### src/rtl/alu_req_arbiter_pkg.sv
// Shared types, widths and ALU function codes for the ALU request arbiter.
package alu_req_arbiter_pkg;

  localparam int DATA_WIDTH_DEF     = 8;
  localparam int ALU_FUNC_WIDTH_DEF = 4;
  localparam int ALU_OUT_WIDTH_DEF  = 16;
  localparam int TIMEOUT_CYC_DEF    = 4;

  typedef enum logic [1:0] {
    ST_IDLE  = 2'b00,
    ST_ISSUE = 2'b01,
    ST_WAIT  = 2'b10,
    ST_RESP  = 2'b11
  } arb_state_t;

  // Function codes understood by the shared ALU; only DIV is special-cased here.
  localparam logic [3:0] FUNC_ADD    = 4'b0000;
  localparam logic [3:0] FUNC_SUB    = 4'b0001;
  localparam logic [3:0] FUNC_MUL    = 4'b0010;
  localparam logic [3:0] FUNC_DIV    = 4'b0011;
  localparam logic [3:0] FUNC_AND    = 4'b0100;
  localparam logic [3:0] FUNC_OR     = 4'b0101;
  localparam logic [3:0] FUNC_XOR    = 4'b0110;
  localparam logic [3:0] FUNC_NOT    = 4'b0111;
  localparam logic [3:0] FUNC_CMP_EQ = 4'b1000;
  localparam logic [3:0] FUNC_CMP_GT = 4'b1001;
  localparam logic [3:0] FUNC_CMP_LT = 4'b1010;
  localparam logic [3:0] FUNC_INC    = 4'b1011;
  localparam logic [3:0] FUNC_DEC    = 4'b1100;
  localparam logic [3:0] FUNC_SHR    = 4'b1101;
  localparam logic [3:0] FUNC_SHL    = 4'b1110;

endpackage

### src/rtl/alu_req_arbiter_if.sv
// Request, ALU and response signals of the arbiter; slave is the arbiter's view.
interface alu_req_arbiter_if
  import alu_req_arbiter_pkg::*;
#(
  parameter int DATA_WIDTH     = DATA_WIDTH_DEF,
  parameter int ALU_FUNC_WIDTH = ALU_FUNC_WIDTH_DEF,
  parameter int ALU_OUT_WIDTH  = ALU_OUT_WIDTH_DEF
);

  logic [1:0]                req;
  logic [DATA_WIDTH-1:0]     req_a0;
  logic [DATA_WIDTH-1:0]     req_b0;
  logic [ALU_FUNC_WIDTH-1:0] req_func0;
  logic [DATA_WIDTH-1:0]     req_a1;
  logic [DATA_WIDTH-1:0]     req_b1;
  logic [ALU_FUNC_WIDTH-1:0] req_func1;
  logic [1:0]                req_ack;

  logic [DATA_WIDTH-1:0]     alu_a;
  logic [DATA_WIDTH-1:0]     alu_b;
  logic [ALU_FUNC_WIDTH-1:0] alu_func;
  logic                      alu_en;
  logic [ALU_OUT_WIDTH-1:0]  alu_out;
  logic                      alu_out_valid;

  logic [1:0]                rsp_valid;
  logic [1:0]                rsp_ready;
  logic [ALU_OUT_WIDTH-1:0]  rsp_data;
  logic                      rsp_err;
  logic                      busy;

  modport master (
    output req, req_a0, req_b0, req_func0, req_a1, req_b1, req_func1,
    input  req_ack,
    input  alu_a, alu_b, alu_func, alu_en,
    output alu_out, alu_out_valid,
    input  rsp_valid, rsp_data, rsp_err, busy,
    output rsp_ready
  );

  modport slave (
    input  req, req_a0, req_b0, req_func0, req_a1, req_b1, req_func1,
    output req_ack,
    output alu_a, alu_b, alu_func, alu_en,
    input  alu_out, alu_out_valid,
    output rsp_valid, rsp_data, rsp_err, busy,
    input  rsp_ready
  );

endinterface

### src/rtl/alu_req_arbiter_rr_arb2.sv
// Combinational two-way round-robin pick; rr_ptr only matters when both request.
module alu_req_arbiter_rr_arb2 (
  input  logic [1:0] req,
  input  logic       rr_ptr,
  output logic [1:0] grant
);

  always_comb begin
    grant = 2'b00;
    case (req)
      2'b01:   grant = 2'b01;
      2'b10:   grant = 2'b10;
      2'b11:   grant = rr_ptr ? 2'b10 : 2'b01;
      default: grant = 2'b00;
    endcase
  end

endmodule

### src/rtl/alu_req_arbiter.sv
// Time-shares one registered ALU between two requesters (round robin) and
// returns each result, or a divide-by-zero/timeout error, over valid/ready.
module alu_req_arbiter
  import alu_req_arbiter_pkg::*;
#(
  parameter int DATA_WIDTH     = DATA_WIDTH_DEF,
  parameter int ALU_FUNC_WIDTH = ALU_FUNC_WIDTH_DEF,
  parameter int ALU_OUT_WIDTH  = ALU_OUT_WIDTH_DEF,
  parameter int TIMEOUT_CYC    = TIMEOUT_CYC_DEF
) (
  input logic              CLK,
  input logic              RST,
  alu_req_arbiter_if.slave bus
);

  localparam int CNT_WIDTH = (TIMEOUT_CYC > 1) ? $clog2(TIMEOUT_CYC) : 1;
  localparam logic [CNT_WIDTH-1:0]      CNT_LAST = CNT_WIDTH'(TIMEOUT_CYC - 1);
  localparam logic [ALU_FUNC_WIDTH-1:0] DIV_CODE = ALU_FUNC_WIDTH'(FUNC_DIV);

  arb_state_t                state;
  arb_state_t                state_nxt;
  logic                      rr_ptr;
  logic                      op_id;
  logic [1:0]                grant;
  logic [1:0]                req_ack;
  logic [1:0]                rsp_valid;
  logic [DATA_WIDTH-1:0]     op_a;
  logic [DATA_WIDTH-1:0]     op_b;
  logic [ALU_FUNC_WIDTH-1:0] op_func;
  logic [CNT_WIDTH-1:0]      tmo_cnt;
  logic [ALU_OUT_WIDTH-1:0]  rsp_data;
  logic                      rsp_err;
  logic                      alu_en;
  logic                      div_zero;
  logic                      tmo_hit;

  alu_req_arbiter_rr_arb2 u_rr_arb2 (
    .req    (bus.req),
    .rr_ptr (rr_ptr),
    .grant  (grant)
  );

  assign div_zero = (op_func == DIV_CODE) && (op_b == '0);
  assign tmo_hit  = (tmo_cnt == CNT_LAST);

  always_ff @(posedge CLK or negedge RST) begin
    if (!RST) state <= ST_IDLE;
    else      state <= state_nxt;
  end

  always_comb begin
    state_nxt = state;
    req_ack   = 2'b00;
    alu_en    = 1'b0;
    rsp_valid = 2'b00;
    case (state)
      ST_IDLE: begin
        if (grant != 2'b00) begin
          req_ack   = grant;
          state_nxt = ST_ISSUE;
        end
      end
      ST_ISSUE: begin
        alu_en    = !div_zero;
        state_nxt = div_zero ? ST_RESP : ST_WAIT;
      end
      ST_WAIT: begin
        if (bus.alu_out_valid || tmo_hit) state_nxt = ST_RESP;
      end
      ST_RESP: begin
        rsp_valid[op_id] = 1'b1;
        if (bus.rsp_ready[op_id]) state_nxt = ST_IDLE;
      end
      default: state_nxt = ST_IDLE;
    endcase
  end

  // Operand latch drives the ALU directly, so its inputs hold from ISSUE
  // through WAIT; the response register is only written on the way to RESP.
  always_ff @(posedge CLK or negedge RST) begin
    if (!RST) begin
      rr_ptr   <= 1'b0;
      op_id    <= 1'b0;
      op_a     <= '0;
      op_b     <= '0;
      op_func  <= '0;
      tmo_cnt  <= '0;
      rsp_data <= '0;
      rsp_err  <= 1'b0;
    end else begin
      case (state)
        ST_IDLE: begin
          if (grant != 2'b00) begin
            op_id   <= grant[1];
            rr_ptr  <= ~grant[1];
            op_a    <= grant[1] ? bus.req_a1    : bus.req_a0;
            op_b    <= grant[1] ? bus.req_b1    : bus.req_b0;
            op_func <= grant[1] ? bus.req_func1 : bus.req_func0;
          end
        end
        ST_ISSUE: begin
          tmo_cnt <= '0;
          if (div_zero) begin
            rsp_data <= '0;
            rsp_err  <= 1'b1;
          end
        end
        ST_WAIT: begin
          if (bus.alu_out_valid) begin
            rsp_data <= bus.alu_out;
            rsp_err  <= 1'b0;
          end else if (tmo_hit) begin
            rsp_data <= '0;
            rsp_err  <= 1'b1;
          end else begin
            tmo_cnt <= tmo_cnt + 1'b1;
          end
        end
        default: ;
      endcase
    end
  end

  assign bus.req_ack   = req_ack;
  assign bus.alu_a     = op_a;
  assign bus.alu_b     = op_b;
  assign bus.alu_func  = op_func;
  assign bus.alu_en    = alu_en;
  assign bus.rsp_valid = rsp_valid;
  assign bus.rsp_data  = rsp_data;
  assign bus.rsp_err   = rsp_err;
  assign bus.busy      = (state != ST_IDLE);

endmodule
### src/flat_wrapper.sv
// flat-port wrapper written by rule: the top's interface ports become plain ports
module alu_req_arbiter_flat import alu_req_arbiter_pkg::*;
#(
  parameter int DATA_WIDTH     = DATA_WIDTH_DEF,
  parameter int ALU_FUNC_WIDTH = ALU_FUNC_WIDTH_DEF,
  parameter int ALU_OUT_WIDTH  = ALU_OUT_WIDTH_DEF,
  parameter int TIMEOUT_CYC    = TIMEOUT_CYC_DEF
)
  (CLK, RST, bus_req, bus_req_a0, bus_req_b0, bus_req_func0, bus_req_a1, bus_req_b1, bus_req_func1, bus_req_ack, bus_alu_a, bus_alu_b, bus_alu_func, bus_alu_en, bus_alu_out, bus_alu_out_valid, bus_rsp_valid, bus_rsp_data, bus_rsp_err, bus_busy, bus_rsp_ready);
  alu_req_arbiter_if #(.DATA_WIDTH(DATA_WIDTH), .ALU_FUNC_WIDTH(ALU_FUNC_WIDTH), .ALU_OUT_WIDTH(ALU_OUT_WIDTH)) bus_i ();
  input logic CLK;
  input logic RST;
  input wire logic [$bits(bus_i.req)-1:0] bus_req;
  input wire logic [$bits(bus_i.req_a0)-1:0] bus_req_a0;
  input wire logic [$bits(bus_i.req_b0)-1:0] bus_req_b0;
  input wire logic [$bits(bus_i.req_func0)-1:0] bus_req_func0;
  input wire logic [$bits(bus_i.req_a1)-1:0] bus_req_a1;
  input wire logic [$bits(bus_i.req_b1)-1:0] bus_req_b1;
  input wire logic [$bits(bus_i.req_func1)-1:0] bus_req_func1;
  output wire logic [$bits(bus_i.req_ack)-1:0] bus_req_ack;
  output wire logic [$bits(bus_i.alu_a)-1:0] bus_alu_a;
  output wire logic [$bits(bus_i.alu_b)-1:0] bus_alu_b;
  output wire logic [$bits(bus_i.alu_func)-1:0] bus_alu_func;
  output wire logic [$bits(bus_i.alu_en)-1:0] bus_alu_en;
  input wire logic [$bits(bus_i.alu_out)-1:0] bus_alu_out;
  input wire logic [$bits(bus_i.alu_out_valid)-1:0] bus_alu_out_valid;
  output wire logic [$bits(bus_i.rsp_valid)-1:0] bus_rsp_valid;
  output wire logic [$bits(bus_i.rsp_data)-1:0] bus_rsp_data;
  output wire logic [$bits(bus_i.rsp_err)-1:0] bus_rsp_err;
  output wire logic [$bits(bus_i.busy)-1:0] bus_busy;
  input wire logic [$bits(bus_i.rsp_ready)-1:0] bus_rsp_ready;
  assign bus_i.req = bus_req;
  assign bus_i.req_a0 = bus_req_a0;
  assign bus_i.req_b0 = bus_req_b0;
  assign bus_i.req_func0 = bus_req_func0;
  assign bus_i.req_a1 = bus_req_a1;
  assign bus_i.req_b1 = bus_req_b1;
  assign bus_i.req_func1 = bus_req_func1;
  assign bus_req_ack = bus_i.req_ack;
  assign bus_alu_a = bus_i.alu_a;
  assign bus_alu_b = bus_i.alu_b;
  assign bus_alu_func = bus_i.alu_func;
  assign bus_alu_en = bus_i.alu_en;
  assign bus_i.alu_out = bus_alu_out;
  assign bus_i.alu_out_valid = bus_alu_out_valid;
  assign bus_rsp_valid = bus_i.rsp_valid;
  assign bus_rsp_data = bus_i.rsp_data;
  assign bus_rsp_err = bus_i.rsp_err;
  assign bus_busy = bus_i.busy;
  assign bus_i.rsp_ready = bus_rsp_ready;
  alu_req_arbiter #(.DATA_WIDTH(DATA_WIDTH), .ALU_FUNC_WIDTH(ALU_FUNC_WIDTH), .ALU_OUT_WIDTH(ALU_OUT_WIDTH), .TIMEOUT_CYC(TIMEOUT_CYC)) u_core (.CLK(CLK), .RST(RST), .bus(bus_i));
endmodule
### config.mk
export PLATFORM = sky130hd
export DESIGN_NAME = alu_req_arbiter_flat
export DESIGN_NICKNAME = d
export VERILOG_FILES = /design/src/rtl/alu_req_arbiter_pkg.sv /design/src/rtl/alu_req_arbiter_if.sv /design/src/rtl/alu_req_arbiter_rr_arb2.sv /design/src/rtl/alu_req_arbiter.sv /design/src/flat_wrapper.sv
export SDC_FILE = /design/constraint.sdc
export NUM_CORES = 1
export LEC_CHECK = 0
export ABC_AREA = 1
export CORE_MARGIN = 5
export CORE_UTILIZATION = 31
export CTS_CLUSTER_DIAMETER = 80
export DETAILED_ROUTE_END_ITERATION = 8
export HOLD_SLACK_MARGIN = 0.08
export SKIP_LAST_GASP = 1
export SLEW_MARGIN = 20
export SYNTH_ARGS = -nofsm -noshare
export SYNTH_HDL_FRONTEND = slang
export SYNTH_SLANG_ARGS = --single-unit
### constraint.sdc
create_clock -name CLK -period 1.94 [get_ports CLK]
set_input_delay 0.291 -clock CLK [delete_from_list [all_inputs] [get_ports CLK]]
set_output_delay 0.291 -clock CLK [all_outputs]
set_load 0.02 [all_outputs]
==> results.yml, run 1 <==
timing:
  rsz0062_at_grt: "false"
  setup_viol: 0
  max-slew-margin-rel_pct: 59.5
  hold_viol: 0
  period_share_pct: 93.1
  drv_slew: 0
  skew_ns: 0.00769
  timing.fmax_mhz: 554
  tightest_slew_ns: 0.606
  layout_min_cycle_time_ns: 1.81
synth:
  ys_ff_latch: 43
  synth_fp_nets: 349
  synth_seq_area_share_pct: 48.7
  yosys_warnings: 0
  syn-mean-instance-area_sq_um: 7.86
  netlist_area_sq_um: 2210
  yosysUniqueCellTypes: 21
  synth_cells: 281
routing:
  dr.pass1.iters: 6
  via_per_inst: 4.30
  wl_mm: 6.13
  ant_nets: 0
  wire_per_inst_um: 12.3
  vias: 2144
  drtIter0Drc: 56
  route.met2.wl_mm: 2.82
  routed.top_layer: "met4"
  drc_errors: 0
  wl_met3_um: 682
  wl_met1_mm: 2.61
setup_path:
  cp_slowest_cell: "dfrtp_1"
  path_buf_inv: 4
  rr_worst_depth: 8
  worstPathArrival_ns: 1.51
  r2r_slack_ns: 0.37
  crit_cells: 6
  crit_path_start_kind: "register"
  critPathMostFrequentCell: "inv_1"
  critPathCaptureType: "primary output"
  critPathMaxStageDelay_ns: 0.38
  critical_path.cell_chain: "inv_1 > buf_4 > ha_1 > nand2_4 > inv_1 > clkdlybuf4s15_1"
  timing.rr.end: "u_core.bus.rsp_data[3]"
  timing.rr.start: "u_core.state[1]"
  crit_type: "reg2out"
  critical_path_required_ns: 1.65
  critPathTopFamily: "buffers and inverters"
  critPathMaxFanout: 3
floorplan:
  io_pins: 106
  start_util_pct: 32.2
  die_w_um: 94.4
  dieArea_sq_um: 8920
  fp-row-count: 30
  dieHeight_um: 94.4
  core_sq_um: 6870
cts:
  path_clk_slew_ns: 0.08
  cts-htree-levels: 2
  cts_sinks: 43
  cts_buffers: 5
  clk_latency_ns: 0.29
  root_buffer: "clkbuf_8"
  cts_tree: "done"
  cts_max_path_buffers: 2
placed_design:
  gp_congestion: 0.749
  placedCellCount: 490
  hpwl_mm: 4.70
  place.port_buffers: 105
final_layout:
  areaGrowthSynthToFinish_pct: 58.9
  drive_gt1_share_pct: 10.4
  final_common_cell: "nand2_1"
  nets: 470
  diodes: 0
  fin_util_pct: 51.1
  final_cells: 499
  mostFrequentLayoutCells: "nand2_1, clkdlybuf4s50_1, dfrtp_1"
power_and_ir_drop:
  peakVddDrop_mv: 0.652
  p_per_area_nw_per_um2: 1540
  power_leakage_uw: 0.00174
worst_hold_path:
  hold_path_depth: 2
  worstHoldStart: "u_core.bus.rsp_data[13]"
  hold_path_class: "reg2reg"
  min_to: "u_core.bus.rsp_data[13]"
global_route:
  grt_pass1_wl_mm: 10.4
  grt_pass1_vias: 2203
  grt_max_degree: 24
  antenna_found_initial: 0
  grt_overflow: 0
  grt_usage_pct: 14.6
run:
  drv_cap: 0
outcome:
  status: "finished, final reports clean"
[repair_timing]
action / CTS / global route
endpoints found under the setup margin: 6 / 3
buffers inserted: 0 / 0
resized for setup: 6 / 5
hold buffers: 1 / 0
endpoints found under the hold margin: 21 / 0
[flip-flops by register name, summed over array words and instances (netlist names)]
name and flops:
u_core.bus.alu_a 8, u_core.bus.alu_b 8, u_core.bus.alu_func 4, u_core.bus.rsp_data 16
u_core.bus.rsp_err 1, u_core.op_id 1, u_core.rr_ptr 1, u_core.state 2
u_core.tmo_cnt 2
[through the flow]
step | setup slack [ns] | hold slack [ns] | TNS (ns) | power (uW) | instance area, sq um
global placement | -0.185 | 0.301 | -0.334 | 4860 | 3420
floorplan | 0.342 | -0.00459 | 0 | 3490 | 2210
finish | 0.135 | 0.472 | 0 | 5410 | 3510
CTS | -0.0356 | 0.477 | -0.0356 | 5490 | 3520
detailed placement | -0.191 | 0.301 | -0.350 | 4880 | 3420
global route | 0.00784 | 0.505 | 0 | 5890 | 3510
[power by group]
group / internal [uW] / switching, uW
combinational: 1380 / 1810
sequential: 1340 / 254
clock: 325 / 301
[metal layers]
layer  global-route usage [%]  vias to the layer above
met5                        0                        -
li1                         -                     1106
met3                     6.29                        2
met1                     18.1                      954
met4                     2.53                        0
met2                     24.1                       82
[how the worst max path moves through the flow]
stage,startpoint,end,slack (ns)
after floorplan,u_core.state[0],bus_req_ack[0],0.34
after global placement,bus_req[1],bus_req_ack[1],-0.18
after detailed placement,bus_req[1],bus_req_ack[1],-0.19
after CTS,u_core.state[0],bus_req_ack[0],-0.04
after global routing,u_core.state[0],bus_req_ack[0],0.008
final,u_core.state[1],bus_alu_en,0.13
[final cells by class]
cell class	instances	area (sq um)
Timing Repair Buffer	122	1160
Multi-Input combinational cell	195	920
Tap cell	96	120
Clock buffer	8	100
Sequential cell	43	1080
Fill cell	669	3360
Inverter	35	134
[logic make-up after synthesis]
logic type	after synthesis	share of synthesized area (%)
adders and majority gates	5	2.83
AOI/OAI and AO/OA	18	5.04
buffers and inverters	43	9.68
DFF	43	48.7
and+or+nand+nor	172	33.7
[worst reg2reg max path: stages (launching register included)]
cell and delay [ns]:
dfrtp_1 0.38, buf_4 0.13, ha_1 0.20, nand2_1 0.12, inv_2 0.07, nor2_4 0.20
buf_4 0.23, nand3_1 0.09, nand2_1 0.08
[Yosys cell counts (all sizes together)]
cell / n / share of area, %
nand2: 108 / 19
dfrtp: 43 / 49
inv: 35 / 6.1
nor2: 33 / 7.4
nand3: 31 / 7.0
o21ai: 13 / 3.5
buf: 7 / 3.5
ha: 5 / 2.8
o211ai: 4 / 1.4
a21oi: 1 / 0.23
clkbuf: 1 / 0.17
Note: power is estimated with default switching activity, not from simulation.
==> inputs of run 2 (changes only) <==
- CTS_CLUSTER_DIAMETER: 80 -> 200
==> results of run 2 <==
No change in the layout: final DEF, timing and power equal those of run 1.
==> inputs of run 3 (changes only) <==
- CORE_MARGIN: 5 -> 1.5
- clock period: 1.94 -> 2.2 ns (I/O delays scaled with it)
==> results.yml, run 3 (synthesis gave the netlist of run 1 again) <==
outcome:
  status: "finished, final reports clean"
floorplan:
  die_w_um: 87.4
  fp-row-count: 30
  start_util_pct: 32.3
  dieHeight_um: 87.4
  core_sq_um: 6830
  dieArea_sq_um: 7640
  io_pins: 106
routing:
  ant_nets: 0
  vias: 2134
  wl_mm: 5.84
  wire_per_inst_um: 11.9
  drc_errors: 0
  via_per_inst: 4.34
  drtIter0Drc: 43
  dr.pass1.iters: 4
global_route:
  grt_overflow: 0
  grt_usage_pct: 16.0
  grt_pass1_vias: 2154
  grt_pass1_wl_mm: 9.48
  antenna_found_initial: 0
  grt_max_degree: 30
setup_path:
  crit_path_start_kind: "register"
  crit_type: "reg2out"
  critPathCaptureType: "primary output"
  critical_path_required_ns: 1.87
  critPathMaxFanout: 5
  worstPathArrival_ns: 1.77
timing:
  rsz0062_at_grt: "false"
  setup_viol: 0
  whs_ns: 0.0604
  period_share_pct: 95.5
  totalNegativeSetupSlack_ns: 0
  timing.fmax_mhz: 476
  layout_min_cycle_time_ns: 2.10
  hold_viol: 0
  tightest_slew_ns: 0.669
  drv_slew: 0
  skew_ns: 0.00632
  max-slew-margin-rel_pct: 55.4
placed_design:
  hpwl_mm: 4.35
  gp_congestion: 0.715
  placedCellCount: 484
  place.port_buffers: 105
final_layout:
  fill_cells: 672
  largest_reg_flops: 16
  drive_gt1_share_pct: 8.59
  fin_util_pct: 51.3
  nets: 463
  mostFrequentLayoutCells: "nand2_1, clkdlybuf4s50_1, dfrtp_1"
  multi_input_area_sq_um: 920
  areaGrowthSynthToFinish_pct: 58.6
  largest-register: "u_core.bus.rsp_data"
  diodes: 0
  regArea_sq_um: 1080
  final_cells: 492
  final_common_cell: "nand2_1"
power_and_ir_drop:
  power_leakage_uw: 0.00173
  peakVddDrop_mv: 0.643
  p_per_area_nw_per_um2: 1400
cts:
  cts_buffers: 5
  cts_sinks: 43
  cts_hold_buf: 0
  cts_tree: "done"
  root_buffer: "clkbuf_8"
  path_clk_slew_ns: 0.08
  cts_max_path_buffers: 2
  cts-htree-levels: 2
  clk_latency_ns: 0.30
worst_hold_path:
  hold_path_class: "in2async"
run:
  drv_cap: 0
==> run 3: metrics by stage <==
step / power [uW] / worst slack (ns) / instance area, sq um
final: 4910 / 0.0990 / 3500
after CTS: 4980 / 0.0561 / 3500
after detailed placement: 4240 / -0.00714 / 3370
after floorplan: 3080 / 0.563 / 2210
after global routing: 5280 / 0.0247 / 3500
after global placement: 4210 / 0.0195 / 3370
==> run 3: timing repair <==
action                                 in CTS  in global routing
setup buffers                               0                  0
endpoints found under the hold margin       0                  0
setup endpoints to repair                   2                  1
resized for setup                           2                  1
==> run 3: final timing paths <==
path                                   startpoint                     end  slack (ns)  cells past startpoint
setup / recovery                  u_core.state[0]                bus_busy         0.1                      4
setup reg to reg                  u_core.state[1]     u_core.bus.alu_b[5]        0.63                      9
min in group CLK           u_core.bus.rsp_data[6]  u_core.bus.rsp_data[6]        0.48                      2
hold reg to reg            u_core.bus.rsp_data[6]  u_core.bus.rsp_data[6]        0.48                      2
hold / removal                                RST  u_core.bus.rsp_data[2]        0.06                      1
max in group asynchronous                     RST         u_core.state[0]        1.54                      2
==> run 3: where the power goes <==
group	leakage, uW	switching (uW)	internal [uW]
logic	0.00112	1560	1190
clock network	0.0000654	280	454
registers	0.000549	243	1180
==> run 3: routing by layer <==
layer / share of wire (%) / global-route usage, % / routed length, um
met5: 0 / 0 / 0
met2: 47 / 27.9 / 2720
met3: 8.3 / 6.07 / 486
met1: 44 / 18.4 / 2580
met4: 0.99 / 3.90 / 58
==> run 3: critical path: stages, from the launching register on <==
cell	delay, ns
dfrtp_1	0.42
inv_1	0.08
ha_1	0.22
inv_2	0.12
clkdlybuf4s50_1	0.63
==> run 3: cell type report <==
type	count	area share [%]
clock inverters	2	1.71
inverters	35	3.82
flip-flops and latches	43	30.7
clock buffers	6	2.07
repair buffers	115	32.0
well taps	96	3.43
multi-input cells	195	26.2
==> edit 1: new RTL, flow settings as in run 1 <==
Make the reset (`RST`) synchronous in 2 clocked blocks.
--- a/src/rtl/alu_req_arbiter.sv
+++ b/src/rtl/alu_req_arbiter.sv
@@ -45,3 +45,3 @@
 
-  always_ff @(posedge CLK or negedge RST) begin
+  always_ff @(posedge CLK) begin
     if (!RST) state <= ST_IDLE;
@@ -79,3 +79,3 @@
   // through WAIT; the response register is only written on the way to RESP.
-  always_ff @(posedge CLK or negedge RST) begin
+  always_ff @(posedge CLK) begin
     if (!RST) begin
Formal check against the unedited RTL: differs if RST is asserted again (counterexample within 4 cycles, from zero or initial values and one cycle with RST low); with RST held inactive, the same outputs for 10 cycles.
==> edit 1 against run 1 <==
Via count increased by 5.6%. Power decreased by 26%. Fmax decreased by 0.28%. Worst setup slack got worse by 0.0052 ns. Design area decreased by 4.2%. Area after synthesis decreased by 4.7%. Sequential cell count unchanged. Wire length increased by 8.2%. Critical path depth decreased by 1. Largest cell class unchanged. Utilization decreased by 1.0 points. Critical path type unchanged.
==> edit 1: results (changes against run 1) <==
Routability Congestion: 0.760 (+1.5%)
Setup fix buffers added after clock tree synthesis: 0 (unchanged)
Clock tree root driver cell: sky130_fd_sc_hd__clkbuf_8
DP Wirelength: 4710 µm (+0.21%)
First DRT Iteration DRCs: 62 (+11%)
Data arrival time of the critical path: 1.52 ns
Synth cell count leaders: 81 x sky130_fd_sc_hd__nand2_1, 43 x sky130_fd_sc_hd__dfxtp_1, 34 x sky130_fd_sc_hd__nor2_1, 20 x sky130_fd_sc_hd__nand3_1, 15 x sky130_fd_sc_hd__nor3_1
Clock Tree Buf Depth: 2 (unchanged)
Fraction of layout cells with a size suffix above 1: 12.5% (+2.1 points)
Setup skew after layout: 0.00698 ns (-0.000711 ns)
H-tree depth: 2 (unchanged)
Antenna diode count: 0 (unchanged)
Global router's overall resource usage: 15.6% (+0.92 points)
Vias per inst: 4.71 (+9.7%)
Pin count of the biggest net entering global routing: 37 (+54%)
Number of antenna violations at the first check in global routing: 0 (unchanged)
Post-Layout Cell Count: 480 (-3.8%)
Detail-routed net length per standard cell: 13.8 µm (+13%)
Kind of path behind the tightest hold check: flip-flop to flip-flop
Clock buffers created by TritonCTS: 5 (unchanged)
Post-synth net total: 356 (+2.0%)
Static leakage power: 0.00128 µW (-27%)
Flip-flop count of the largest register after layout: 16 (unchanged)
Pre-antenna DRT Iters: 4 (-2)
Filler Cell Count: 683 (+2.1%)
Clock transition at the registers of the reported paths: 0.09 ns
Cells taking the most area after synthesis: sky130_fd_sc_hd__dfxtp_1 41%, sky130_fd_sc_hd__nand2_1 14%, sky130_fd_sc_hd__nor2_1 6.1%, sky130_fd_sc_hd__nand3_1 4.8%, sky130_fd_sc_hd__a21oi_2 4.2%
Count of nets after finishing: 468 (-0.43%)
Wire length of the first global-routing pass: 10700 µm (+3.0%)
Later-pin clock latency in the skew report: 0.29 ns (about the same)
Sequential cell area fraction in the yosys report: 40.9% (-7.8 points)
Average cell area after synthesis: 7.31 µm² (-7.0%)
Register with the most flip-flops: u_core.bus.rsp_data
Result of the run: finished clean
Critical path fanouts, max: 3 (unchanged)
Via count of the first global-routing pass: 2258 (+2.5%)
Async S/R FF share, synth: 0% (-100 points)
Unique masters post-synth: 27 (+29%)
Worst voltage drop across the vdd grid: 0.597 mV (-8.5%)
Relative slew slack: 66.1% (+6.6 points)
Total negative slack: 0 ns (unchanged)
Primary flip-flop cell chosen by synthesis mapping: sky130_fd_sc_hd__dfxtp_1
Port Buf Inserts: 105 (unchanged)
Yosys warning count: 0 (unchanged)
edit 1: cell count changes in the layout (fill, tap and decap cells not counted), sizes merged, moves of 4 or more:
cell,delta
nand2,-15
o211ai,-4
a31oi,+14
nor2,+4
dfxtp,+43
a21oi,+20
inv,-22
dfrtp,-43
nor3,+15
nand3,-11
edit 1: path summary, 6_finish.rpt:
check	start	to	slack [ns]	depth (start not counted)
hold / removal	u_core.bus.rsp_data[15]	u_core.bus.rsp_data[15]	0.47	2
setup / recovery	u_core.state[0]	bus_busy	0.13	5
hold reg to reg	u_core.bus.rsp_data[15]	u_core.bus.rsp_data[15]	0.47	2
setup reg to reg	u_core.state[0]	u_core.bus.alu_a[5]	0.37	8
edit 1: critical path: stages (launching register included):
cell and delay (ns):
sky130_fd_sc_hd__dfxtp_1 0.35, sky130_fd_sc_hd__inv_1 0.07, sky130_fd_sc_hd__ha_1 0.23, sky130_fd_sc_hd__inv_2 0.11, sky130_fd_sc_hd__buf_4 0.14, sky130_fd_sc_hd__dlygate4sd2_1 0.34
edit 1: through the flow:
stage,area (µm²),worst slack [ns],utilization (%)
2_1_floorplan,2110,0.417,-
3_3_place_gp,3270,-0.112,48.7
3_5_place_dp,3270,-0.132,48.7
4_1_cts,3370,0.0364,50.1
5_1_grt,3370,0.0332,50.1
6_report,3370,0.129,50.1
edit 1: routing by layer:
| layer | vias up | part of all wire [%] | track usage (%) |
|---|---|---|---|
| li1 | 1164 | - | - |
| met5 | - | 0 | 0 |
| met1 | 1006 | 42 | 18.4 |
| met2 | 86 | 45 | 24.8 |
| met4 | 0 | 0.97 | 3.71 |
| met3 | 7 | 12 | 8.29 |
edit 1: cell families (layout without fill, tap and decap cells):
| group | count (synthesis) | after routing | synth area share (%) |
|---|---|---|---|
| AOI/OAI and AO/OA | 46 | 46 | 13.7 |
| adders and majority gates | 5 | 5 | 2.97 |
| buffers and inverters | 28 | 140 | 7.49 |
| DFF | 43 | 43 | 40.9 |
| and+or+nand+nor | 166 | 166 | 35.0 |
edit 1: cell type report:
class | instances | area share (%)
clock inverter | 1 | 0.892
tap | 80 | 2.97
inverter | 14 | 1.56
clock buffer | 6 | 2.16
multi-input combinational | 217 | 32.5
timing repair buffer | 119 | 34.4
sequential | 43 | 25.6
edit 1: report_power, final:
| group | leakage (µW) | switching (µW) | internal [µW] | total, µW |
|---|---|---|---|---|
| logic | 0.000874 | 1220 | 886 | 2110 |
| registers | 0.000352 | 126 | 1070 | 1200 |
| clock network | 0.0000513 | 314 | 378 | 692 |
edit 1: what timing repair did:
| item | in CTS | in global routing |
|---|---|---|
| pin swaps | 0 | 0 |
| endpoints found under the setup margin | 6 | 1 |
| endpoints found under the hold margin | 0 | 0 |
| hold buffers | 0 | 0 |
| gates resized for setup | 7 | 2 |
==> edit 2: new RTL, settings of run 1 <==
Made on the original files. Change the package constant `ALU_OUT_WIDTH_DEF` from 16 to 20.
--- a/src/rtl/alu_req_arbiter_pkg.sv
+++ b/src/rtl/alu_req_arbiter_pkg.sv
@@ -5,3 +5,3 @@
   localparam int ALU_FUNC_WIDTH_DEF = 4;
-  localparam int ALU_OUT_WIDTH_DEF  = 16;
+  localparam int ALU_OUT_WIDTH_DEF  = 20;
   localparam int TIMEOUT_CYC_DEF    = 4;
Ports: changed (resized bus_alu_out and bus_rsp_data); port bits go from 106 to 114. The function was not compared with the original's and may differ.
==> edit 2 against run 1 <==
Power increased by 7.2%. Die area is 6.4% higher. Wire length is 14% higher. Worst setup slack worse by 0.0063 ns. Clock skew shrank 0.00079 ns. Design area grew 7.6%. Sequential cell count is 4 higher. Area after synthesis rose by 7.2%. Utilization up 0.42 points. Largest power group unchanged.
==> edit 2: results (changes against run 1) <==
Startpoint of the most critical setup path: u_core.bus.alu_b[1]
Worst voltage drop across the vdd grid: 0.646 mV (-0.91%)
Global router's overall resource usage: 14.6% (-0.046 points)
Cell family with the largest share of critical-path delay: simple AND/OR/NAND/NOR gates
Vias per inst: 4.30 (about the same)
Setup skew after layout: 0.00691 ns (-0.000786 ns)
Synth cell count leaders: 109 x sky130_fd_sc_hd__nand2_1, 47 x sky130_fd_sc_hd__dfrtp_1, 36 x sky130_fd_sc_hd__inv_1, 36 x sky130_fd_sc_hd__nor2_1, 33 x sky130_fd_sc_hd__nand3_1
Area post-placement: 3690 µm² (+8.1%)
Adder and majority cell fraction of the synthesized area: 2.64% (-0.19 points)
Pin count of the biggest net entering global routing: 23 (-4.2%)
Pre-antenna DRT Iters: 4 (-2)
First DRT Iteration DRCs: 52 (-7.1%)
Worst-case reg-to-reg path depth: 10 (+2)
Result of the run: finished clean
Tightest hold margin: 0.437 ns (-0.0352 ns)
DP Wirelength: 5300 µm (+13%)
Flip-flop count of the largest register after layout: 20 (+4)
Count of nets after finishing: 512 (+8.9%)
Detail-routed net length per standard cell: 13.0 µm (+5.5%)
Unique masters post-synth: 20 (-4.8%)
Static leakage power: 0.00190 µW (+9.1%)
Via count of the first global-routing pass: 2355 (+6.9%)
Post-cts repair resize count: 7 (+1)
GR Util met3: 4.81% (-1.5 points)
Reg2Reg Setup Slack: 0.28 ns (-0.09 ns)
Cells taking the most area after synthesis: sky130_fd_sc_hd__dfrtp_1 50%, sky130_fd_sc_hd__nand2_1 17%, sky130_fd_sc_hd__nand3_1 7.0%, sky130_fd_sc_hd__inv_1 5.7%, sky130_fd_sc_hd__nor2_1 5.7%
Post-synth net total: 381 (+9.2%)
Synthesized-area fraction occupied by ao, oa, aoi and oai cells: 5.55% (+0.51 points)
Fraction of layout cells with a size suffix above 1: 9.11% (-1.3 points)
Met2 routing resource usage after global routing: 24.4% (+0.24 points)
Wire length of the first global-routing pass: 11400 µm (+9.5%)
Relative slew slack: 75.4% (+16 points)
Sequential cell area fraction in the yosys report: 49.7% (+0.96 points)
==> edit 2: per-layer routing <==
metal	wire length, µm	vias up
met4	114	0
met5	0	-
met2	3370	60
met1	3040	1041
met3	441	9
li1	-	1201
==> edit 2: kinds of logic after synthesis <==
| family | Yosys count |
|---|---|
| and+or+nand+nor | 184 |
| buffers and inverters | 51 |
| adders and majority gates | 5 |
| DFF | 47 |
| AOI/OAI and AO/OA | 22 |
==> edit 2: report_power, final <==
part           switching, µW  internal (µW)
clock network            311            241
logic                   1970           1540
registers                278           1460
==> edit 2: final cells by class <==
class | instances | area, µm²
fillers | 734 | 3550
repair buffers | 136 | 1290
flip-flops and latches | 47 | 1180
multi-input cells | 211 | 967
inverters | 39 | 149
well taps | 99 | 124
clock buffers | 6 | 72.6
==> edit 2: per-stage QoR <==
step,instances,worst slack [ns]
final,538,0.128
after global routing,538,0.00275
after CTS,537,-0.0228
after detailed placement,530,-0.150
after global placement,530,-0.139
after floorplan,309,0.342
